--- config.mk ---
export PLATFORM = sky130hd
export DESIGN_NAME = tlm_cred_tracker
export DESIGN_NICKNAME = d
export VERILOG_FILES = /design/src/rtl/tlm_cred_tracker.sv
export SDC_FILE = /design/constraint.sdc
export NUM_CORES = 1
export LEC_CHECK = 0
export ABC_AREA = 1
export CELL_PAD_IN_SITES_DETAIL_PLACEMENT = 1
export CELL_PAD_IN_SITES_GLOBAL_PLACEMENT = 1
export CORE_MARGIN = 8
export CORE_UTILIZATION = 46
export CTS_CLUSTER_DIAMETER = 30
export DETAILED_ROUTE_END_ITERATION = 16
export GPL_ROUTABILITY_DRIVEN = 1
export PLACE_DENSITY_LB_ADDON = 0.1
export REMOVE_ABC_BUFFERS = 1
export SKIP_CTS_REPAIR_TIMING = 1
export SLEW_MARGIN = 20
export SYNTH_ARGS = -nofsm -noshare
export SYNTH_HDL_FRONTEND = slang
export SYNTH_SLANG_ARGS = --single-unit
--- constraint.sdc ---
create_clock -name tlm_primary_clock -period 6.7 [get_ports tlm_primary_clock]
set_clock_uncertainty 0.05 [all_clocks]
set_input_delay 1.005 -clock tlm_primary_clock [delete_from_list [all_inputs] [get_ports tlm_primary_clock]]
set_output_delay 1.005 -clock tlm_primary_clock [all_outputs]
set_load 0.01 [all_outputs]
--- src/rtl/tlm_cred_tracker.sv ---
`timescale 1ns/1ps
// Multi-channel IOSF primary credit tracker: per (channel, rtype) command and
// data credit counters, loaded by credit returns, gating egress requests.
module tlm_cred_tracker #(
  parameter int NUM_CH       = 2,
  parameter int CMD_CRED_W   = 8,
  parameter int DATA_CRED_W  = 10,
  parameter int CPL_INFINITE = 0,
  localparam int CHW = (NUM_CH > 1) ? $clog2(NUM_CH) : 1
) (
  input  logic                tlm_primary_clock,
  input  logic                tlm_primary_reset,
  input  logic                cred_init,
  input  logic                cred_init_done,
  input  logic                cred_ret_put,
  input  logic [CHW-1:0]      cred_ret_chid,
  input  logic [1:0]          cred_ret_rtype,
  input  logic                cred_ret_cmd,
  input  logic                cred_ret_data,
  input  logic                req_valid,
  input  logic [CHW-1:0]      req_chid,
  input  logic [1:0]          req_rtype,
  input  logic                req_cdata,
  input  logic [9:0]          req_dlen,
  output logic                req_ok,
  output logic                req_put,
  output logic [1:0]          cred_state,
  output logic [NUM_CH*3-1:0] cred_avail,
  output logic [1:0]          cred_err
);

  typedef enum logic [1:0] {
    ST_IDLE   = 2'd0,
    ST_INIT   = 2'd1,
    ST_ACTIVE = 2'd2
  } state_e;

  localparam int NRT   = 3;
  localparam int CMP_W = (DATA_CRED_W > 9) ? DATA_CRED_W : 9;
  localparam bit CPL_INF = (CPL_INFINITE != 0);

  state_e state_q, state_d;

  logic [CMD_CRED_W-1:0]  cmd_cnt_q  [NUM_CH][NRT];
  logic [CMD_CRED_W-1:0]  cmd_cnt_d  [NUM_CH][NRT];
  logic [DATA_CRED_W-1:0] data_cnt_q [NUM_CH][NRT];
  logic [DATA_CRED_W-1:0] data_cnt_d [NUM_CH][NRT];
  logic [1:0]             err_q, err_d;

  logic                   st_active;
  logic                   st_live;
  logic [10:0]            req_len;
  logic [8:0]             need_data;
  logic [CMD_CRED_W-1:0]  sel_cmd;
  logic [DATA_CRED_W-1:0] sel_data;
  logic                   req_chid_ok;
  logic                   cpl_skip;
  logic                   cnt_ok;
  logic                   ret_legal;
  logic                   ret_hit_en;
  logic                   ret_illegal;
  logic                   ret_sel;
  logic                   req_sel;
  logic [CMD_CRED_W:0]    cmd_sum;
  logic [DATA_CRED_W:0]   data_sum;
  logic                   ovf_any;

  // ---------------- state machine ----------------
  // NOTE: sequential state uses non-blocking assignments so every flop samples
  // pre-edge values regardless of process ordering.
  always_ff @(posedge tlm_primary_clock) begin
    if (tlm_primary_reset) state_q <= ST_IDLE;
    else                   state_q <= state_d;
  end

  // NOTE: every combinational output gets a default first, so no path through
  // the block can leave it unassigned and infer a latch.
  always_comb begin
    state_d = state_q;
    case (state_q)
      ST_IDLE:   if (cred_init) state_d = ST_INIT;
      ST_INIT:   if (!cred_init && cred_init_done) state_d = ST_ACTIVE;
      ST_ACTIVE: if (cred_init) state_d = ST_INIT;
      default:   state_d = ST_IDLE;
    endcase
  end

  always_comb begin
    cred_state = state_q;
    st_active  = (state_q == ST_ACTIVE);
    st_live    = (state_q == ST_INIT) || (state_q == ST_ACTIVE);
  end

  // ---------------- request gating ----------------
  // Uses registered counts only; a same-cycle return never reaches req_ok.
  always_comb begin
    req_len   = (req_dlen == 10'd0) ? 11'd1024 : {1'b0, req_dlen};
    need_data = req_cdata ? 9'((req_len + 11'd3) >> 2) : 9'd0;
    sel_cmd   = '0;
    sel_data  = '0;
    for (int ch = 0; ch < NUM_CH; ch++) begin
      for (int rt = 0; rt < NRT; rt++) begin
        if (int'(req_chid) == ch && int'(req_rtype) == rt) begin
          sel_cmd  = cmd_cnt_q[ch][rt];
          sel_data = data_cnt_q[ch][rt];
        end
      end
    end
    req_chid_ok = (int'(req_chid) < NUM_CH);
    cpl_skip    = CPL_INF && (req_rtype == 2'd2);
    cnt_ok      = (sel_cmd != '0) && (CMP_W'(sel_data) >= CMP_W'(need_data));
    req_ok      = st_active && req_valid && (req_rtype != 2'd3) && req_chid_ok &&
                  (cpl_skip || cnt_ok);
    req_put     = req_valid && req_ok;
  end

  // ---------------- credit returns ----------------
  always_comb begin
    ret_legal   = (cred_ret_rtype != 2'd3) && (int'(cred_ret_chid) < NUM_CH) &&
                  !(CPL_INF && (cred_ret_rtype == 2'd2));
    ret_hit_en  = cred_ret_put && st_live && ret_legal && !cred_init;
    ret_illegal = cred_ret_put && st_live && !ret_legal;
  end

  // Counter next-state: cnt + return - consume, saturating on overflow.
  always_comb begin
    ovf_any  = 1'b0;
    ret_sel  = 1'b0;
    req_sel  = 1'b0;
    cmd_sum  = '0;
    data_sum = '0;
    for (int ch = 0; ch < NUM_CH; ch++) begin
      for (int rt = 0; rt < NRT; rt++) begin
        ret_sel  = ret_hit_en && (int'(cred_ret_chid) == ch) && (int'(cred_ret_rtype) == rt);
        req_sel  = req_put && !cpl_skip && (int'(req_chid) == ch) && (int'(req_rtype) == rt);
        cmd_sum  = {1'b0, cmd_cnt_q[ch][rt]}
                 + (CMD_CRED_W+1)'(ret_sel && cred_ret_cmd)
                 - (CMD_CRED_W+1)'(req_sel);
        data_sum = {1'b0, data_cnt_q[ch][rt]}
                 + (DATA_CRED_W+1)'(ret_sel && cred_ret_data)
                 - (req_sel ? (DATA_CRED_W+1)'(need_data) : {(DATA_CRED_W+1){1'b0}});
        cmd_cnt_d[ch][rt]  = cmd_sum[CMD_CRED_W]   ? '1 : cmd_sum[CMD_CRED_W-1:0];
        data_cnt_d[ch][rt] = data_sum[DATA_CRED_W] ? '1 : data_sum[DATA_CRED_W-1:0];
        if (cmd_sum[CMD_CRED_W] || data_sum[DATA_CRED_W]) ovf_any = 1'b1;
        if (cred_init) begin
          cmd_cnt_d[ch][rt]  = '0;
          data_cnt_d[ch][rt] = '0;
        end
      end
    end
  end

  always_comb err_d = err_q | {ret_illegal, ovf_any};

  // NOTE: the counter arrays are plain flops rather than a RAM, so they are
  // cleared element by element in reset.
  always_ff @(posedge tlm_primary_clock) begin
    if (tlm_primary_reset) begin
      err_q <= '0;
      for (int ch = 0; ch < NUM_CH; ch++) begin
        for (int rt = 0; rt < NRT; rt++) begin
          cmd_cnt_q[ch][rt]  <= '0;
          data_cnt_q[ch][rt] <= '0;
        end
      end
    end else begin
      err_q <= err_d;
      for (int ch = 0; ch < NUM_CH; ch++) begin
        for (int rt = 0; rt < NRT; rt++) begin
          cmd_cnt_q[ch][rt]  <= cmd_cnt_d[ch][rt];
          data_cnt_q[ch][rt] <= data_cnt_d[ch][rt];
        end
      end
    end
  end

  always_comb begin
    cred_avail = '0;
    for (int ch = 0; ch < NUM_CH; ch++) begin
      for (int rt = 0; rt < NRT; rt++) begin
        cred_avail[ch*NRT+rt] = (cmd_cnt_q[ch][rt] != '0);
      end
    end
  end

  assign cred_err = err_q;

endmodule

* Yosys cells after proc, flatten, opt, wreduce, memory -nomap -nowiden
Memories as Yosys holds them, arrays and structs flattened. Cells that the tools add are included.
Word-level totals: register bits 4, input port bits 25, output and inout port bits 12, logic and storage cells 189, memories kept 2, bits in writable memories 108
Cells by class: bitwise operators 15, eq/ne operators 10, muxes and demuxes 68, $lt $le $gt $ge 1, reductions and logical operators 66, add/subtract/negate cells 25
Memories:
- data_cnt_q | depth 2, bits a word 30, read ports 2, clocked after memory_dff 0, write ports 2, RTL line 46 | logic [DATA_CRED_W-1:0] data_cnt_q [NUM_CH][NRT];
- cmd_cnt_q | depth 2, bits a word 24, read ports 2, clocked after memory_dff 0, write ports 2, RTL line 44 | logic [CMD_CRED_W-1:0] cmd_cnt_q [NUM_CH][NRT];
Operators with widths (count):
- $mux 10 | 24
- $mux 8 | 24
- $add 10x1->11 | 6
- $sub 11x9->11 | 6
- $mux 9 | 7
- $reduce_bool 8->1 | 7
- $add 8x1->9 | 6
- $sub 9x1->9 | 6
- $logic_and 1x1->1 | 44
- $or 1x1->1 | 12
- $add 11x2->11 const B | 1
- $mux 11 | 1
- $eq 2x2->1 const B | 5
- $ge 10x9->1 | 1
- $logic_not 10->1 | 1
- $mux 1 | 9
- $logic_or 1x1->1 | 7
- $logic_not 2->1 | 3
- $ne 2x2->1 const B | 3
- $mux 2 | 2
- $pmux 2 s2 | 1
- $eq 2x1->1 const B | 1
- $logic_not 1->1 | 2
- $ne 2x1->1 const B | 1
- other kinds (4) | 5

* Longest topological paths before layout
depth in word-level cells 24, mapped depth 39, depth with buffers taken out 38

* Worst setup path before layout
No wires, ideal clock.
path kind input to register, from in req_dlen[4], to reg err_q[0] (netlist: cred_err[0]), library setup time 0.119 ns, data arrival time 5.014 ns, stages on the path 37, path slack 1.517 ns, buffers on the path 1, cells stage by stage inv_1 nor3_2 nand2_1 nor2_2 nand2_1 o21ai_0 inv_1 nor2_1 inv_1 ha_1 nand3_1 nor2_1 nand2_1 nand2_1 nor2_1 nand2_1 nand2_1 nand3_1 nand2_1 nand3_4 buf_6 nand3_4 inv_2 ha_1 inv_1 ha_1 inv_1 fa_1 nand3b_1 nand2_1 nand2_1 nand3_1 nand2_1 nor2_1 nand3_1 nor2_1 a21oi_1
Between the ends: longest elaborated chain between the ends 20, elaborated cells on any way between the ends 47
Ends and longest elaborated chain:
- start, declared | RTL line 24 | input logic [9:0] req_dlen,
- $logic_not 10->1 | RTL line 97 | req_len = (req_dlen == 10'd0) ? 11'd1024 : {1'b0, req_dlen};
- $mux 11 (*) | RTL line 97
- $add 11x2->11 (*) | RTL line 98 | need_data = req_cdata ? 9'((req_len + 11'd3) >> 2) : 9'd0;
- $mux 9 (*) | RTL line 98
- $ge 10x9->1 | RTL line 111 | cnt_ok = (sel_cmd != '0) && (CMP_W'(sel_data) >= CMP_W'(need_data));
- $logic_and 1x1->1 | RTL line 111
- $logic_and 1x1->1 | RTL line 112 | req_ok = st_active && req_valid && (req_rtype != 2'd3) && req_chid_ok &&
- $logic_and 1x1->1 | RTL line 114 | req_put = req_valid && req_ok;
- $logic_and 1x1->1 (2 in a row) | RTL line 135 | req_sel = req_put && !cpl_skip && (int'(req_chid) == ch) && (int'(req_rtype) == rt);
- $mux 9 | RTL line 141 | - (req_sel ? (DATA_CRED_W+1)'(need_data) : {(DATA_CRED_W+1){1'b0}});
- $sub 11x9->11 | RTL line 141
- $logic_or 1x1->1 | RTL line 144 | if (cmd_sum[CMD_CRED_W] || data_sum[DATA_CRED_W]) ovf_any = 1'b1;
- $mux 1 (5 in a row) | RTL line 144
- $mux 1 (*) | RTL line 144
- $or 2x2->2 (*) | RTL line 153 | always_comb err_d = err_q | {ret_illegal, ovf_any};
- end signal, assigned | RTL line 167 | err_q <= err_d;
- end, declared | RTL line 48 | logic [1:0] err_q, err_d;
Mark *: on every way between the ends. The rest lies on a longest branch, timed or not. A chain may end at the register's enable or synchronous reset.

* Final worst setup path
from in req_rtype[0], to reg err_q[0] (netlist: cred_err[0])
Between the ends: longest elaborated chain between the ends 24, elaborated cells on any way between the ends 67
Ends and longest elaborated chain:
- start, declared | RTL line 22 | input logic [1:0] req_rtype,
- $logic_not 2->1 | RTL line 103, 135
- $logic_and 1x1->1 | RTL line 103 | if (int'(req_chid) == ch && int'(req_rtype) == rt) begin
- $mux 10 / $mux 8 (equally long branches) (6 in a row) | RTL line 103
- $ge 10x9->1 / $reduce_bool 8->1 (equally long branches) | RTL line 111
- $logic_and 1x1->1 | RTL line 111
- $logic_and 1x1->1 | RTL line 112
- $logic_and 1x1->1 | RTL line 114
- $logic_and 1x1->1 (2 in a row) | RTL line 135
- $mux 9 | RTL line 141
- $sub 11x9->11 | RTL line 141
- $logic_or 1x1->1 | RTL line 144
- $mux 1 (5 in a row) | RTL line 144
- $mux 1 (*) | RTL line 144
- $or 2x2->2 (*) | RTL line 153
Marked as above.

==> key figures <==
Synthesis
  • Syn Inst Count: 1579
  • Top_reg_cell synth: dfxtp_1
  • Main combinational cell family by area after synthesis: adder cells
  • Xor-xnor portion of the synthesized cell area: 6.42%
  • Mux contribution to synthesized area: 0%
  • Compound-cell area share of the yosys netlist: approximately 14%
  • Post-Synth Adder-Cell Area: about 25%
  • Post-Syn Area: 11100 sq um
  • Ys async rst share: 0%
  • Simple-gate area share of the yosys netlist: a little under a quarter
  • #FFs+latches synth: 112
  • Yosys warns: 0
  • Post-synth EDFFs: 0
  • Sequential area share after synthesis: between 20% and 30%
  • Synthesized area per cell: ~7.0 sq um
  • Synth cell types: 47

Worst setup path
  • Slowest cell on crit path: clkdlybuf4s50_1
  • Buf/Inv on CP: 4
  • Critical Path Max Stage Delay: between 0.6 and 0.7 ns
  • WP data arrival: about 6.5 ns
  • Critical path fanouts, max: 22
  • Register-to-register setup slack: between 1.5 and 2 ns
  • Delay-heaviest family, CP: simple AND/OR/NAND/NOR gates
  • Crit path launch type: input pin
  • Worst Path Required: about 6.9 ns
  • Top cell by count, worst path: nand2_1
  • Crit path kind: in -> reg
  • CP Capture Type: flip-flop

Timing
  • Rel. slew slack: roughly 42%
  • Fin crit period: 6.32 ns
  • Max-slew violations: 0
  • Setup TNS Final: 0 ns
  • RSZ-0062 raised after global routing: no
  • Crit share post-route: between 90% and 100%
  • Fmax: ~160 MHz
  • Worst-Margin Slew: 0.865 ns
  • Final hold violation count: 0
  • Final setup viols: 0

Floorplan
  • # IOs: 37
  • DIE HEIGHT: roughly 170 um
  • Die area: between 20000 and 30000 sq um
  • Rows: 56
  • Initial Utilization: a little under half
  • Die width: between 150 and 200 um
  • Area of the core: around 24000 sq um

CTS
  • Worst-path clk slew: roughly 0.080 ns
  • Clock root buffer: clkbuf_16
  • Clk buf depth: 2
  • CTS Buf Count: 9
  • CTS sink cnt: roughly 110
  • Clock latency on the worst-skew pair: roughly 0.37 ns
  • H-tree levels: 3
  • CTS tree: yes

Finish
  • Layout area overhead: 9.49%
  • Share of layout cells above drive strength 1: slightly below 4%
  • N_diodes: 0
  • Nets: roughly 1800

Global route
  • Number of global-route vias before repair: around 11000
  • Overflow after GRT: 0
  • First-pass GRT wire length: 55400 um
  • Initial antenna violation count: 0
  • GRT Total Usage: between 20% and 30%
  • Pin count of the biggest net entering global routing: 76

Drt
  • Post-route ant nets: 0
  • Routed length per instance: approximately 17 um
  • Drt first pass iters: 5
  • Residual DRC: 0
  • Detailed router's first-iteration violation count: 533
  • DR vias: 10486
  • Via density: roughly 5.4
  • Total routed wirelength: between 30000 and 40000 um

Placed design
  • IO buf count: 36
  • Routability cong.: a little over 0.9
  • Detailed Place HPWL: ~27000 um

Run
  • Max Cap Viol: 0

Status
  • Status: finished clean

Hold path
  • Hold Path Class: reg -> reg
## metrics by stage
step / std cells / hold WS (ns) / util, % / setup WS, ns / instance area (sq um)
2_1_floorplan: 1548 / 0.453 / - / 1.06 / 10900
3_3_place_gp: 1922 / 0.404 / 50.2 / 0.250 / 11800
3_5_place_dp: 1922 / 0.422 / 50.2 / 0.00863 / 11800
4_1_cts: 1937 / 0.441 / 51.4 / 0.386 / 12100
5_1_grt: 1937 / 0.480 / 51.4 / 0.0337 / 12100
6_report: 1937 / 0.429 / 51.4 / 0.377 / 12100
## cell families (layout without fill, tap and decap cells)
logic type,count (synthesis),count (layout)
adders and majority gates,210,210
xor gates and xnor gates,81,81
and+or+nand+nor,547,547
AOI/OAI and AO/OA,280,280
DFF,112,112
buffers and inverters,349,388
## cell usage after synthesis (4+ instances only)
| cell | number | area (sq um) |
|---|---|---|
| xor2_1 | 55 | 482 |
| dfxtp_1 | 112 | 2240 |
| a21oi_1 | 136 | 681 |
| nand3_1 | 67 | 335 |
| o21ai_0 | 104 | 521 |
| o311ai_0 | 6 | 52.6 |
| fa_1 | 12 | 240 |
| nor4_1 | 6 | 37.5 |
| inv_1 | 308 | 1160 |
| inv_2 | 8 | 30.0 |
| o21bai_1 | 8 | 60.1 |
| clkbuf_1 | 20 | 75.1 |
| ha_1 | 198 | 2480 |
| buf_4 | 5 | 37.5 |
| nand4_1 | 75 | 469 |
| nand3b_1 | 6 | 45.0 |
| nor2_4 | 4 | 45.0 |
| nor2_1 | 103 | 387 |
| a221oi_1 | 4 | 35.0 |
| nor3_1 | 20 | 100 |
| nand2_1 | 251 | 942 |
| xnor2_1 | 26 | 228 |
| o2111ai_1 | 5 | 43.8 |
## cell usage in the layout, fill, tap and decap left out, types with 2 or more instances in the layout
cell	Yosys	routed
clkbuf_16	0	9
or2_2	3	3
clkdlybuf4s50_1	0	36
buf_4	5	19
nand3b_1	6	6
nor4_1	6	6
a21boi_0	2	2
o31ai_1	2	2
nor3_1	20	20
o2111ai_1	5	5
nor3_2	2	2
dfxtp_1	112	112
o21ai_0	104	104
inv_1	308	308
nand3_4	2	2
xor2_1	55	55
nand2_2	3	3
o21bai_1	8	8
nand4_1	75	75
clkbuf_1	20	2
nand3_1	67	67
nor2_1	103	102
nor2_8	2	2
fa_1	12	12
a31oi_1	3	3
nor2_4	4	5
o211ai_1	2	2
nand2_1	251	251
a221oi_1	4	4
inv_2	8	8
ha_1	198	198
xnor2_1	26	26
o311ai_0	6	6
a21oi_1	136	135
nor2_2	2	2
## final cells by class
class	instances	area (sq um)
Inverter	318	1200
Fill cell	3160	11400
Clock buffer	12	246
Clock inverter	3	27.5
Sequential cell	112	2240
Tap cell	319	399
Timing Repair Buffer	55	503
Multi-Input combinational cell	1118	7490
## worst reg2reg max path: cells and delay by family (launching register included)
kind,cells,cell delay (ns)
adder cells (fa/ha/maj),3,1.22
flip-flops,1,0.36
buffers and inverters,1,0.30
AND/OR/NAND/NOR,21,2.52
AO/OA/AOI/OAI,2,0.41
## registers in the layout (all words and copies together), names as in the netlist
signal      flops
data_cnt_q     60
cmd_cnt_q      48
cred_state      2
cred_err        2
## routing by layer
| layer | wire length (um) | track usage [%] |
|---|---|---|
| met1 | 15200 | 29.0 |
| met2 | 16100 | 41.8 |
| met3 | 1180 | 3.30 |
| met4 | 856 | 7.94 |
| met5 | 0 | 0 |
## worst paths after layout
| check | start | endpoint | depth (start not counted) |
|---|---|---|---|
| min reg2reg | cred_err[1] | cred_err[1] | 2 |
| min | cred_err[1] | cred_err[1] | 2 |
| max reg2reg | data_cnt_q[0][14] | cred_err[0] | 27 |
| max | req_rtype[0] | cred_err[0] | 30 |
Power is left out: the tool's default activity adds up to more than one toggle a clock period on the data nets, which glitch-free logic cannot reach.
